`src/rtl/eth_pkg.sv`:
```
// Shared Ethernet TX definitions: arbiter state encoding, GMII width and
// default timing constants.
package eth_pkg;

  localparam int GMII_W          = 8;
  localparam int ETH_IFG         = 12;
  localparam int ETH_MAX_LEN     = 1530;
  localparam int ETH_GNT_TIMEOUT = 16;

  typedef enum logic [1:0] {
    IDLE  = 2'd0,
    GRANT = 2'd1,
    SEND  = 2'd2,
    IFG   = 2'd3
  } arb_state_t;

  // Two-way round-robin choice: ptr decides only when both sources request.
  function automatic logic rr_pick(input logic req0, input logic req1, input logic ptr);
    return (req0 && req1) ? ptr : req1;
  endfunction

endpackage

```
`src/rtl/gmii_tx_arb.sv`:
```
// Two-source GMII transmit arbiter: whole-frame round-robin grants, registered
// GMII output, inter-frame gap, runaway-frame truncation and grant timeout.
module gmii_tx_arb
  import eth_pkg::*;
#(
  parameter int IFG_CYCLES  = ETH_IFG,
  parameter int MAX_LEN     = ETH_MAX_LEN,
  parameter int GNT_TIMEOUT = ETH_GNT_TIMEOUT
) (
  input  logic              clk,
  input  logic              rst_n,
  input  logic              req0,
  output logic              gnt0,
  input  logic              txen0,
  input  logic [GMII_W-1:0] txd0,
  input  logic              req1,
  output logic              gnt1,
  input  logic              txen1,
  input  logic [GMII_W-1:0] txd1,
  output logic              gmii_txen,
  output logic [GMII_W-1:0] gmii_txd,
  output logic              busy,
  output logic              trunc_err,
  output logic              gnt_err
);

  localparam int IFG_W  = $clog2(IFG_CYCLES + 2);
  localparam int LEN_W  = $clog2(MAX_LEN + 2);
  localparam int WAIT_W = $clog2(GNT_TIMEOUT + 2);

  localparam logic [IFG_W-1:0]  IFG_LOAD  = IFG_W'(IFG_CYCLES);
  localparam logic [IFG_W-1:0]  IFG_ONE   = IFG_W'(1);
  localparam logic [LEN_W-1:0]  LEN_MAX   = LEN_W'(MAX_LEN);
  localparam logic [LEN_W-1:0]  LEN_ONE   = LEN_W'(1);
  localparam logic [WAIT_W-1:0] WAIT_LAST = WAIT_W'(GNT_TIMEOUT - 1);
  localparam logic [WAIT_W-1:0] WAIT_ONE  = WAIT_W'(1);

  arb_state_t        state_r, state_nxt_s;
  logic              owner_r, owner_nxt_s;
  logic              ptr_r, ptr_nxt_s;
  logic              gnt0_r, gnt0_nxt_s;
  logic              gnt1_r, gnt1_nxt_s;
  logic              txen_r, txen_nxt_s;
  logic [GMII_W-1:0] txd_r, txd_nxt_s;
  logic              busy_r, busy_nxt_s;
  logic              trunc_r, trunc_nxt_s;
  logic              gnterr_r, gnterr_nxt_s;
  logic [WAIT_W-1:0] wait_r, wait_nxt_s;
  logic [LEN_W-1:0]  len_r, len_nxt_s;
  logic [IFG_W-1:0]  ifg_r, ifg_nxt_s;

  logic              pick_s;
  logic              own_req_s;
  logic              own_txen_s;
  logic [GMII_W-1:0] own_txd_s;

  // Only the current owner's lines are ever looked at; the other source is invisible.
  assign pick_s     = rr_pick(req0, req1, ptr_r);
  assign own_req_s  = owner_r ? req1  : req0;
  assign own_txen_s = owner_r ? txen1 : txen0;
  assign own_txd_s  = owner_r ? txd1  : txd0;

  // Next-state and next-output computation for the arbiter FSM.
  always_comb begin
    state_nxt_s  = state_r;
    owner_nxt_s  = owner_r;
    ptr_nxt_s    = ptr_r;
    gnt0_nxt_s   = gnt0_r;
    gnt1_nxt_s   = gnt1_r;
    txen_nxt_s   = 1'b0;
    txd_nxt_s    = {GMII_W{1'b0}};
    trunc_nxt_s  = 1'b0;
    gnterr_nxt_s = 1'b0;
    wait_nxt_s   = wait_r;
    len_nxt_s    = len_r;
    ifg_nxt_s    = ifg_r;

    case (state_r)
      IDLE: begin
        wait_nxt_s = {WAIT_W{1'b0}};
        len_nxt_s  = {LEN_W{1'b0}};
        if (req0 || req1) begin
          owner_nxt_s = pick_s;
          gnt0_nxt_s  = ~pick_s;
          gnt1_nxt_s  = pick_s;
          state_nxt_s = GRANT;
        end else begin
          state_nxt_s = IDLE;
        end
      end

      GRANT: begin
        if (own_txen_s) begin
          txen_nxt_s  = 1'b1;
          txd_nxt_s   = own_txd_s;
          len_nxt_s   = LEN_ONE;
          state_nxt_s = SEND;
        end else if (!own_req_s) begin
          gnt0_nxt_s  = 1'b0;
          gnt1_nxt_s  = 1'b0;
          state_nxt_s = IDLE;
        end else if (wait_r >= WAIT_LAST) begin
          // Penalise an idle owner: the other source gets first pick next time.
          gnt0_nxt_s   = 1'b0;
          gnt1_nxt_s   = 1'b0;
          gnterr_nxt_s = 1'b1;
          ptr_nxt_s    = ~owner_r;
          state_nxt_s  = IDLE;
        end else begin
          wait_nxt_s = wait_r + WAIT_ONE;
        end
      end

      SEND: begin
        if (own_txen_s && (len_r < LEN_MAX)) begin
          txen_nxt_s = 1'b1;
          txd_nxt_s  = own_txd_s;
          len_nxt_s  = len_r + LEN_ONE;
        end else begin
          // Frame end or runaway cut; both close the frame and start the gap.
          trunc_nxt_s = own_txen_s;
          gnt0_nxt_s  = 1'b0;
          gnt1_nxt_s  = 1'b0;
          ptr_nxt_s   = ~owner_r;
          ifg_nxt_s   = IFG_LOAD;
          state_nxt_s = IFG;
        end
      end

      IFG: begin
        if (ifg_r <= IFG_ONE) begin
          ifg_nxt_s   = {IFG_W{1'b0}};
          state_nxt_s = IDLE;
        end else begin
          ifg_nxt_s = ifg_r - IFG_ONE;
        end
      end

      default: begin
        gnt0_nxt_s  = 1'b0;
        gnt1_nxt_s  = 1'b0;
        state_nxt_s = IDLE;
      end
    endcase

    busy_nxt_s = (state_nxt_s != IDLE);
  end

  // State, counters and all outputs registered; async reset clears everything.
  always_ff @(posedge clk or negedge rst_n) begin
    if (!rst_n) begin
      state_r  <= IDLE;
      owner_r  <= 1'b0;
      ptr_r    <= 1'b0;
      gnt0_r   <= 1'b0;
      gnt1_r   <= 1'b0;
      txen_r   <= 1'b0;
      txd_r    <= {GMII_W{1'b0}};
      busy_r   <= 1'b0;
      trunc_r  <= 1'b0;
      gnterr_r <= 1'b0;
      wait_r   <= {WAIT_W{1'b0}};
      len_r    <= {LEN_W{1'b0}};
      ifg_r    <= {IFG_W{1'b0}};
    end else begin
      state_r  <= state_nxt_s;
      owner_r  <= owner_nxt_s;
      ptr_r    <= ptr_nxt_s;
      gnt0_r   <= gnt0_nxt_s;
      gnt1_r   <= gnt1_nxt_s;
      txen_r   <= txen_nxt_s;
      txd_r    <= txd_nxt_s;
      busy_r   <= busy_nxt_s;
      trunc_r  <= trunc_nxt_s;
      gnterr_r <= gnterr_nxt_s;
      wait_r   <= wait_nxt_s;
      len_r    <= len_nxt_s;
      ifg_r    <= ifg_nxt_s;
    end
  end

  assign gnt0      = gnt0_r;
  assign gnt1      = gnt1_r;
  assign gmii_txen = txen_r;
  assign gmii_txd  = txd_r;
  assign busy      = busy_r;
  assign trunc_err = trunc_r;
  assign gnt_err   = gnterr_r;

endmodule

```
`config.mk`:
```
export PLATFORM = sky130hd
export DESIGN_NAME = gmii_tx_arb
export DESIGN_NICKNAME = d
export VERILOG_FILES = /design/src/rtl/eth_pkg.sv /design/src/rtl/gmii_tx_arb.sv
export SDC_FILE = /design/constraint.sdc
export NUM_CORES = 1
export LEC_CHECK = 0
export BUFFER_PORTS_ARGS = -buffer_cell sky130_fd_sc_hd__buf_2
export CAP_MARGIN = 40
export CELL_PAD_IN_SITES_DETAIL_PLACEMENT = 1
export CELL_PAD_IN_SITES_GLOBAL_PLACEMENT = 1
export CORE_MARGIN = 2
export CORE_UTILIZATION = 35
export CTS_BUF_LIST = sky130_fd_sc_hd__clkbuf_8
export DETAILED_ROUTE_END_ITERATION = 6
export PLACE_DENSITY_LB_ADDON = 0.1
export SLEW_MARGIN = 0
export SYNTH_ARGS = -nofsm -noshare
export SYNTH_HDL_FRONTEND = slang
export SYNTH_SLANG_ARGS = --single-unit
export TNS_END_PERCENT = 20
```
`constraint.sdc`:
```
create_clock -name clk -period 3.53 [get_ports clk]
set_input_delay 0.706 -clock clk [delete_from_list [all_inputs] [get_ports clk]]
set_output_delay 0.706 -clock clk [all_outputs]
set_load 0.05 [all_outputs]
```
; ---- Word level (Yosys, flattened, before mapping)
; Index checks and enable logic that the tools add are counted.
; W data, S select, Z words.
[totals]
register_bits = 38
latchBits = 0
mem_bits_rw = 0
mem_bits_ro = 0
in_bits = 22
output_inout_bits = 14
wordCells = 94
mem_count = 0
[classes]
add_sub_neg = 3
mul = 0
div = 0
n_lt_le_gt_ge = 3
n_eq_ne = 12
shifts = 0
muxes = 46
n_bitwise = 2
n_reduce_logical = 15
[ops]
columns = op, count
row1 = $pmux W11 S3, 1
row2 = $mux W8, 3
row3 = $mux W1, 22
row4 = $mux W11, 2
row5 = $ne A2 B2 Y1 const B, 8
row6 = $pmux W8 S2, 1
row7 = $mux W5, 3
row8 = $add A11 B1 Y11 const B, 1
row9 = $lt A11 B11 Y1 const B, 1
row10 = $mux W2, 5
row11 = $pmux W5 S2, 1
row12 = $reduce_and A5 Y1, 2
row13 = $mux W4, 2
row14 = $pmux W2 S4, 1
row15 = $pmux W4 S2, 1
row16 = $reduce_bool A2 Y1, 4
row17 = $pmux W1 S3, 2
row18 = $add A5 B1 Y5 const B, 1
row19 = $ge A5 B4 Y1 const B, 1
row20 = $eq A2 B2 Y1 const B, 2
row21 = $le A4 B1 Y1 const B, 1
row22 = $pmux W1 S2, 2
row23 = $reduce_and A2 Y1, 2
row24 = $reduce_and A4 Y1, 1
row25 = other kinds (9), 11

; ---- Depth between registers and ports, before layout
[depth]
depth_word = 6
depth_mapped = 9
mapped_depth_nobuf = 8

; ---- Least setup slack after synthesis
; No wires, ideal clock.
[synth_path]
kind = reg2reg
startpoint = register wait_r[0]
endpoint = register gnt0_r (netlist: gnt0)
setup_ns = 0.128
t_arrival_ns = 1.821
setup_slack_ns = 1.581
stages_incl_launch_ff = 8
synth_period_minus_slack_ns = 1.949
cell_sequence = dfrtp_1 -> ha_1 -> and3_1 -> ha_1 -> nor2_1 -> nor4b_1 -> nor4b_2 -> mux2_1
[synth_via]
elab_chain_cells = 3
[synth_lines]
columns = element, line
row1 = from (decl), gmii_tx_arb.sv:48  ; logic [WAIT_W-1:0] wait_r, wait_nxt_s;
row2 = from (signal assigned), gmii_tx_arb.sv:162  ; wait_r <= {WAIT_W{1'b0}};
row3 = from (signal assigned), gmii_tx_arb.sv:176  ; wait_r <= wait_nxt_s;
row4 = $ge A5 B4 Y1, gmii_tx_arb.sv:102  ; end else if (wait_r >= WAIT_LAST) begin
row5 = $ne A3 B3 Y1 (no line), --
row6 = $reduce_and A5 Y1 (no line), --
row7 = to (signal assigned), gmii_tx_arb.sv:169  ; gnt0_r <= gnt0_nxt_s;
row8 = to (decl), gmii_tx_arb.sv:41  ; logic gnt0_r, gnt0_nxt_s;
; No other way between the ends.
; A chain may end at the register's enable or synchronous reset.

; ---- Worst setup path in the final report
[layout_path]
startpoint = register owner_r
endpoint = register len_r[3]
[layout_via]
elab_chain_cells = 4
word_cells_on_any_way = 5
[layout_lines]
columns = element, line
row1 = from (decl), gmii_tx_arb.sv:39  ; logic owner_r, owner_nxt_s;
row2 = from (signal assigned), gmii_tx_arb.sv:167  ; owner_r <= owner_nxt_s;
row3 = $mux W1 *, gmii_tx_arb.sv:60  ; assign own_txen_s = owner_r ? txen1 : txen0;
row4 = $logic_and A1 B1 Y1, gmii_tx_arb.sv:115  ; if (own_txen_s && (len_r < LEN_MAX)) begin
row5 = $ne A2 B2 Y1 (no line), --
row6 = $reduce_and A3 Y1 (no line) *, --
row7 = to (signal assigned), gmii_tx_arb.sv:163  ; len_r <= {LEN_W{1'b0}};
row8 = to (signal assigned), gmii_tx_arb.sv:177  ; len_r <= len_nxt_s;
row9 = to (decl), gmii_tx_arb.sv:49  ; logic [LEN_W-1:0] len_r, len_nxt_s;
; Every way passes the cells marked *; elsewhere a longest branch is shown, timed or not.

==> results.md <==
- Die W: 81.6 um
- RSZ-0062 raised after global routing: false
- Crit path capture type: register
- Status: finished, final reports clean
- # diodes: 0
- Total GRT Usage: 16.5%
- H-Tree Level Count: 2
- DIE HEIGHT: 81.6 um
- Static Leak: 1.18 nW
- Vias: 1679
- Global route overflow: 0
- Core Util, Final: 41.9%
- Worst slew margin: 53.6%
- Compound-Gate Fraction of Synth Area: 17.0%
- CTS tree: done
- Worst slew pin tran: 692 ps
- Hpwl dp: 3650 um
- Tmin final: 2310 ps
- Num CTS Buffers: 5
- DRC: 0
- EDFF count, synth: 0
- Final WS setup: 1220 ps
- IO Count: 36
- PortBufs: 35
- Vias in the first global route: 1638
- Placer's final routability congestion estimate: 0.751
- Root buffer cell: clkbuf_8
- Primary FF master, synth: dfrtp_1
- Final instance area: 2470 um^2
- Worst path required time: 3760 ps
- Via-to-Cell Ratio: 5.17
- Layout Skew: 11.1 ps
- Drt first pass iters: 4
- Mux share of post-synthesis cell area: 7.01%
- Worst min path class: input pin to async pin
- Initial antenna violation count: 0
- Layout cell share with drive strength beyond 1: 21.6%
- Overall power: 1.77 mW
- Critical-path maximum fanout: 20
- Bufs on Longest Clock Path: 2
- WS Path Type: register to register
- Simple-gate area share of the yosys netlist: 20.6%
- Unique masters post-synth: 50
- Routed len/inst: 14.9 um
- Syn_area_per_cell: 9.89 um^2
- DR iter-0 viols: 50
- CTS resizes: 0
- Worst-path clk slew: 80 ps
- Peak Freq: 433 MHz
- First-pass GRT wire length: 8280 um
- Post-Place Cell Area: 2370 um^2
- Most common cell after layout, fill and taps aside: dfrtp_1
- VDD IR max: 0.000271 V
- FFs w/ async S/R, synth: 100%
- Max_cap viols: 0
- XOR/XNOR Fraction of Synth Area: 0.416%
- Die footprint: 6660 um^2
- Register area share after synthesis: 45.1%
- Core Region: 5890 um^2
- Layout area overhead: 17.0%
- Pins Over Slew Limit: 0
- Most frequent cells in the layout: dfrtp_1 (38), buf_2 (35), nor2_1 (21)
- Setup Slack @ Placement: 1200 ps
- Setup total negative slack: 0 ps
- # setup viols final: 0
- Synth Area in Adders: 5.94%
- Initial core utilization: 35.8%
- Non-Filler Instances: 325
- Pin count of the biggest net entering global routing: 22
- Post-Route WL: 4850 um
- Hold WS: 355 ps
- Post-CTS Hold Buffers: 0
- Post-CTS Setup Bufs: 0
- #FFs+latches synth: 38
- Skew-Pair Late Insertion Delay: 290 ps
- Cell Area, Synth: 2110 um^2
- Fin crit share: 65.4%
- Pwr dens: 719 nW/um^2
- Final hold violations: 0
- Antenna Nets Post-Route: 0
- YS warnings: 0
- Net Count, Synth: 245
- Syn Inst Count: 213
- Placed cells: 317
- CTS sink cnt: 38
- CP Launch Type: register
- Largest family of logic cells by synthesized area: simple AND/OR/NAND/NOR gates
- Crit path arrival time: 2540 ps
- Rows: 28
- Nets: 281
## metal layers
layer / vias up / part of all wire [%] / global-route usage (%)
met5: - / 0 / 0
met4: 0 / 1.1 / 4.50
met3: 7 / 5.2 / 5.05
met2: 32 / 45 / 25.2
met1: 801 / 49 / 22.7
li1: 839 / - / -
## cells by family after synthesis
logic type                 count (synthesis)
and+or+nand+nor                           79
xor gates and xnor gates                   1
muxes                                     14
buffers and inverters                     19
adders and majority gates                 10
DFF                                       38
AOI/OAI and AO/OA                         52
## final timing paths
check	from	end	slack, ps	cells after the start
min in group clk	gnt0	gnt0	510	1
max in group asynchronous	rst_n	gnt_err	2700	2
max reg2reg	owner_r	len_r[3]	1220	6
min	rst_n	len_r[7]	350	1
max	owner_r	len_r[3]	1220	6
min reg2reg	gnt0	gnt0	510	1
## synth_stat cells (all sizes together), types with 2 or more instances
cell type / number / area (um^2)
o21ai: 24 / 124
and2: 4 / 25.0
dfrtp: 38 / 951
buf: 3 / 21.3
or4: 2 / 15.0
and3: 2 / 12.5
nor4b: 2 / 23.8
nand4: 2 / 12.5
nor3: 5 / 30.0
inv: 11 / 41.3
mux2: 3 / 37.5
nor2: 21 / 78.8
a21oi: 8 / 40.0
and4: 3 / 26.3
ha: 10 / 125
nand2: 19 / 71.3
clkbuf: 5 / 18.8
mux2i: 11 / 110
nand3: 11 / 55.1
nor2b: 2 / 12.5
o41ai: 4 / 35.0
## final cells by class
class | count | area [um^2]
sequential | 38 | 951
clock buffer | 6 | 82.6
timing repair buffer | 37 | 210
inverter | 11 | 41.3
fill | 716 | 3420
multi-input combinational | 156 | 1070
tap | 75 | 93.8
clock inverter | 2 | 12.5
## where the power goes
| part | total [mW] | internal, mW | switching, mW |
|---|---|---|---|
| clock network | 0.319 | 0.157 | 0.162 |
| registers | 0.637 | 0.536 | 0.101 |
| logic | 0.815 | 0.296 | 0.520 |
## critical path, cell delays in order (launching register included)
cell     delay (ps)
dfrtp_1         800
mux2i_1         280
a21oi_1         270
o21ai_1         100
buf_4           200
or4_1           500
nand3_1          90
## sequential cells by signal, summed over array words and instances (netlist names), 2 cells and up
register,cells
ifg_r,4
wait_r,5
gmii_txd,8
len_r,11
state_r,2
No activity file was read; power rests on OpenSTA's default activity.
